### src/rtl/prog_seq_ctrl_pkg.sv
// prog_seq_ctrl_pkg: shared state encoding, stop opcode and default widths
package prog_seq_ctrl_pkg;
  localparam int ADDR_W_DEF = 8;
  localparam int DATA_W_DEF = 12;
  localparam logic [3:0] STOP_OP = 4'b0011;
  typedef enum logic [1:0] {IDLE = 2'd0, RUN = 2'd1, STEP = 2'd2, HALT = 2'd3} state_t;
endpackage

### src/rtl/prog_seq_ctrl_ram.sv
// prog_ram: program memory, synchronous write, asynchronous read, never cleared
module prog_ram #(
  parameter int ADDR_W = 8,
  parameter int DATA_W = 12
) (
  input  logic              clk,
  input  logic              we,
  input  logic [ADDR_W-1:0] waddr,
  input  logic [DATA_W-1:0] wdata,
  input  logic [ADDR_W-1:0] raddr,
  output logic [DATA_W-1:0] rdata
);
  logic [DATA_W-1:0] mem [2**ADDR_W];
  always_ff @(posedge clk)
    if (we) mem[waddr] <= wdata;
  assign rdata = mem[raddr];
endmodule

### src/rtl/prog_seq_ctrl.sv
// prog_seq_ctrl: loads a program RAM and sequences a processor through run/step/halt
module prog_seq_ctrl
  import prog_seq_ctrl_pkg::*;
#(
  parameter int ADDR_W = ADDR_W_DEF,
  parameter int DATA_W = DATA_W_DEF
) (
  input  logic              clk,
  input  logic              reset,
  input  logic              load_valid,
  input  logic [ADDR_W-1:0] load_addr,
  input  logic [DATA_W-1:0] load_data,
  output logic              load_ready,
  input  logic              cmd_run,
  input  logic              cmd_step,
  input  logic              cmd_halt,
  input  logic              cmd_clear,
  input  logic [ADDR_W-1:0] cpu_addr,
  output logic [DATA_W-1:0] cpu_data,
  output logic              cpu_reset,
  output logic              cpu_clk_en,
  output logic [1:0]        state,
  output logic              step_done,
  output logic [15:0]       cycle_cnt
);
  state_t st, nx;
  logic stop;
  prog_ram #(.ADDR_W(ADDR_W), .DATA_W(DATA_W)) u_ram (
    .clk   (clk),
    .we    (load_valid && load_ready),
    .waddr (load_addr),
    .wdata (load_data),
    .raddr (cpu_addr),
    .rdata (cpu_data)
  );
  assign load_ready = st == IDLE || st == HALT;
  assign cpu_reset  = st == IDLE;
  assign cpu_clk_en = st == RUN || st == STEP;
  assign state      = st;
  assign stop       = cpu_data[11:8] == STOP_OP;
  // halt outranks step/run even where it has no effect, so it still drops them
  always_comb begin
    nx = st;
    if (cmd_clear) nx = IDLE;
    else if (st == STEP) nx = HALT;
    else if (st == RUN) nx = (cmd_halt || stop) ? HALT : RUN;
    else if (!cmd_halt) nx = cmd_step ? STEP : cmd_run ? RUN : st;
  end
  always_ff @(posedge clk or posedge reset)
    if (reset) begin
      st        <= IDLE;
      step_done <= 1'b0;
      cycle_cnt <= '0;
    end else begin
      st        <= nx;
      step_done <= st == STEP && nx == HALT;
      cycle_cnt <= nx == IDLE ? '0 :
                   (cpu_clk_en && cycle_cnt != 16'hFFFF) ? cycle_cnt + 16'd1 : cycle_cnt;
    end
endmodule
### config.mk
export PLATFORM = sky130hd
export DESIGN_NAME = prog_seq_ctrl
export DESIGN_NICKNAME = d
export VERILOG_FILES = /design/src/rtl/prog_seq_ctrl_pkg.sv /design/src/rtl/prog_seq_ctrl_ram.sv /design/src/rtl/prog_seq_ctrl.sv
export SDC_FILE = /design/constraint.sdc
export NUM_CORES = 2
export LEC_CHECK = 0
export CAP_MARGIN = 20
export CORE_ASPECT_RATIO = 1.4
export CORE_MARGIN = 4
export CORE_UTILIZATION = 48
export CTS_CLUSTER_SIZE = 28
export DETAILED_ROUTE_END_ITERATION = 8
export GPL_TIMING_DRIVEN = 0
export PLACE_DENSITY = 0.71
export SYNTH_ARGS = -nofsm -noshare
export SYNTH_HDL_FRONTEND = slang
export SYNTH_HIERARCHICAL = 1
export SYNTH_SLANG_ARGS = --single-unit
### constraint.sdc
create_clock -name clk -period 6.3 [get_ports clk]
set_input_delay 1.26 -clock clk [delete_from_list [all_inputs] [get_ports clk]]
set_output_delay 1.26 -clock clk [all_outputs]
set_load 0.02 [all_outputs]
# Word-level counts from Yosys, hierarchy flattened
# Memories as Yosys holds them, arrays and structs flattened.
# Cells that the tools add are included.
# totals
register_bits,19
ram_bits,3072
output_inout_bits,34
wordCells,31
n_memories,1
# mem_list
name,depth,word_bits,read_ports,rd_clocked_by_memory_dff,wr,line_no,text
u_ram.mem,256,12,1,0,1,prog_seq_ctrl_ram.sv:13,logic [DATA_W-1:0] mem [2**ADDR_W];
# op_classes
n_addsub,1
eq_ne,6
muxes,11
n_reduce_logical,9
# op_table
op,n
$mux 16,2
$add 16x1->16 const B,1
$ne 16x16->1 const B,1
$mux 2,7
$eq 2x2->1 const B,3
$eq 4x2->1 const B,1
$logic_not 2->1,2
$logic_and 1x1->1,3
$logic_or 1x1->1,3
$eq 2x1->1 const B,1
$mux 1,2
$reduce_bool 2->1,1

# Depth between registers and ports, before layout
# An unclocked memory read counts as a cell.
# logic_depth
word_depth,9
ltp_mapped,14
ltp_nobuf,9

# Cells and area by module
# The synthesis kept the hierarchy.
# by_module_without_submodules
module,n_inst,cells_per_inst,area_each_um2,seq_area_each_um2
prog_ram,1,5494,118392.3,92248.5
prog_seq_ctrl,1,121,1127.3,475.5

# Worst setup path before layout
# Ideal clock, no wire load.
# synth_timing
path_kind,input to output
start,input cpu_addr[1]
end,output cpu_data[9]
arrival_ns,3.472
required_ns,5.040
slack_ns,1.568
stages,9
n_path_buf,3
path_cell_list,buf_2 > buf_4 > or3b_2 > clkbuf_1 > o22ai_1 > nor2_1 > a31oi_1 > nor4_1 > nor4b_1
# synth_via
elab_chain_cells,1
# synth_rtl
element,line_no,text
"start, declared",prog_seq_ctrl.sv:18,"input logic [ADDR_W-1:0] cpu_addr,"
$mem_v2 256x12,--,
"end, declared",prog_seq_ctrl.sv:19,"output logic [DATA_W-1:0] cpu_data,"
# No other way between the ends.

# Worst setup path after layout
# layout_timing
start,input cpu_addr[1]
end,output cpu_data[7]
# Same word-level chain as after synthesis.

==> results.ini <==
[synth]
synth_area_per_cell_um2 = 21.3
ys_types = 75
synth-seq-area-share_pct = 77.6
synth_nets = 5654
ys_warn_count = 6
ys_seq_elements = 3091
netlist_instances = 5615
synthFlopType = edfxtp_1
synth_top_area_share_pct = 77.2
synth_area_leaders = edfxtp_1 77%, mux4_2 12%, mux2i_1 1.9%
synth_top_area_cell = edfxtp_1
synth_top_family_by_area = multiplexers
synth_edf_count = 3072
synth_mux_area_share_pct = 14.2
syn_area_um2 = 120000
synth_common_cells = 3072 x edfxtp_1, 636 x mux4_2, 311 x nor2_1, 223 x mux2i_1, 215 x a22oi_1
yosys.cell_count.top_type = edfxtp_1
synth_xor_area_share_pct = 0.0147
synth-compound-area-share_pct = 3.90
synthSimpleGateAreaFrac_pct = 2.44
synth_fa_ha_area_share_pct = 0.0419
synthArstFlopShare_pct = 0.615

[timing]
finalHoldViolCount = 0
period_minus_slack_ps = 6590
setup_viol = 8
setup_slack_ps = -292
max_freq_mhz = 152
worstMarginPinSlew_ps = 1450
relSlewSlack_pct = 3.03
slew_violations = 0
skew_ps = 57.0
post-route-period-util_pct = 105
tns_ps = -1880

[final_layout]
fillers = 18139
nets = 6274
seqCellArea_um2 = 92700
final_cell_count_no_fill = 9736
stdcell_area_um2 = 138000
drive_gt1_share_pct = 28.6
syn_to_final_growth_pct = 15.5
multi_input_area_um2 = 25700

[min_path]
hold_class = register to register

[outcome]
status = finished, violations left
violations = design-rule violations, negative setup slack

[route]
drcViolationCount = 1
vias_per_cell = 6.91
vias = 67269
postRouteAntennaNets = 0
firstDrtPassIters = 9
avgRoutedWirePerCell_um = 43.1
drt_iter0_markers = 11915
wirelength_mm = 420

[power_and_ir_drop]
irDropWorstVdd_mv = 0.208
p_leak_nw = 43.5
power_density_nw_per_um2 = 311

[clocking]
hold_buffers = 0
clock_latency_ps = 880
clock-root-buffer = clkbuf_16
clkTransAtPathRegs_ps = 60
clock_path_buffers = 4
cts_made_buffers = 284
h-tree-depth = 5
cts_tree = built
cts.sinks = 3091

[worst_setup_path]
crit_type = input pin to primary output
cp_max_fo = 10
arrival_ps = 5330
reg2reg_setup_slack_ps = 1190
required_ps = 5040
start_kind = input pin
crit_path_end_kind = primary output

[floorplanning]
initial_core_util_pct = 48.3
pin_count = 69
die_w_um = 430
die_area_um2 = 257000
num_rows = 216
die_y_um = 598
coreArea_um2 = 248000

[place]
detailed_place_hpwl_mm = 283
post_dp_cell_area_um2 = 127000
dpl_worst_slack_ps = -2420
globalplace.congestion = 1.15
place_inst = 9177
port_buffers = 60

[global_routing]
grt_max_degree = 166
grt-ovfl-total = 0
grt_usage_pct = 32.4
grt_pass1_wl_mm = 560
grt_antenna_before_repair = 18
grt_pass1_vias = 65159

[run]
cap_violations = 0

==> what timing repair did <==
| item | 4_1_cts | 5_1_grt |
|---|---|---|
| resized for setup | 337 | 81 |
| pin swaps | 10 | 10 |
| setup buffers | 2 | 0 |
| setup endpoints to repair | 13 | 11 |
==> sequential cells by signal, summed over array words and instances (netlist names) <==
signal / count
u_ram/mem: 3072
cycle_cnt: 16
state: 2
step_done: 1
==> through the flow <==
| step | total power [mW] | hold slack (ps) | utilization [%] |
|---|---|---|---|
| 2_1_floorplan | 24.2 | 657 | - |
| 3_3_place_gp | 25.9 | 574 | 50.2 |
| 3_5_place_dp | 25.8 | 582 | 51.3 |
| 4_1_cts | 42.9 | 596 | 55.5 |
| 5_1_grt | 43.9 | 616 | 55.8 |
| 6_report | 43.0 | 591 | 55.8 |
==> area by class of cell <==
type / count / share of cell area [%]
sequential: 3091 / 67.1
multi-input combinational: 2176 / 18.6
clock buffer: 337 / 5.46
tap: 3270 / 2.96
timing repair buffer: 337 / 2.64
buffer: 336 / 1.91
clock inverter: 161 / 1.17
antenna: 19 / 0.0344
inverter: 9 / 0.0281
==> worst paths after layout <==
path / from / end / depth (start not counted)
min: cycle_cnt[1]$_DFFE_PP0P_ / cycle_cnt[1]$_DFFE_PP0P_ / 2
max in group asynchronous: reset / cycle_cnt[11]$_DFFE_PP0P_ / 2
min in group asynchronous: reset / step_done$_DFF_PP0_ / 2
min reg2reg: cycle_cnt[1]$_DFFE_PP0P_ / cycle_cnt[1]$_DFFE_PP0P_ / 2
max reg2reg: state[0]$_DFF_PP0_ / u_ram/mem[127][10]$_DFFE_PP_ / 8
max: cpu_addr[1] / cpu_data[7] / 12
==> layout by cell type (no fill, tap or decap), drive strengths merged, types with 8 or more instances in the layout <==
| cell | count |
|---|---|
| clkinv | 109 |
| a21oi | 130 |
| diode | 19 |
| nand4 | 17 |
| dfrtp | 19 |
| mux2i | 223 |
| mux2 | 35 |
| nor3 | 35 |
| nor4 | 44 |
| buf | 467 |
| o21ai | 39 |
| clkinvlp | 11 |
| a22o | 19 |
| a22oi | 215 |
| nor2 | 311 |
| bufinv | 31 |
| o31ai | 9 |
| a221oi | 20 |
| or3 | 8 |
| a211oi | 20 |
| clkbuf | 496 |
| a31oi | 17 |
| o32ai | 11 |
| nand2b | 11 |
| o221ai | 55 |
| nand2 | 55 |
| clkdlybuf4s50 | 40 |
| o22ai | 88 |
| inv | 19 |
| mux4 | 636 |
| nand3 | 42 |
| nor2b | 39 |
| edfxtp | 3072 |
==> layer usage <==
metal,part of all wire [%],vias up,track usage [%]
li1,-,24953,-
met1,29,34450,35.5
met2,44,6119,48.5
met3,14,1737,11.7
met4,13,10,31.4
met5,0.022,-,0.0559
==> worst max-delay path: stages <==
cell,delay [ps]
buf_2,330
buf_4,300
buf_4,380
buf_6,360
buf_6,330
nor2_1,210
a211oi_1,270
nand3_1,250
nand4_1,280
nor3_2,130
nor4_4,380
clkdlybuf4s50_1,700
==> cell families after synthesis <==
kind of cell	count (synthesis)
multiplexers	894
flip-flops	3091
AO/OA/AOI/OAI	668
AND/OR/NAND/NOR	608
buffers and inverters	348
adder cells (fa/ha/maj)	4
XOR/XNOR	2
==> where the power goes <==
part	total, mW	internal [mW]	leakage, nW	switching, mW
Sequential	22.6	22.6	27.9	0.0124
Clock	17.4	9.85	4.47	7.53
Combinational	2.98	0.855	11.1	2.13
Power figures use the tool's default switching activity.
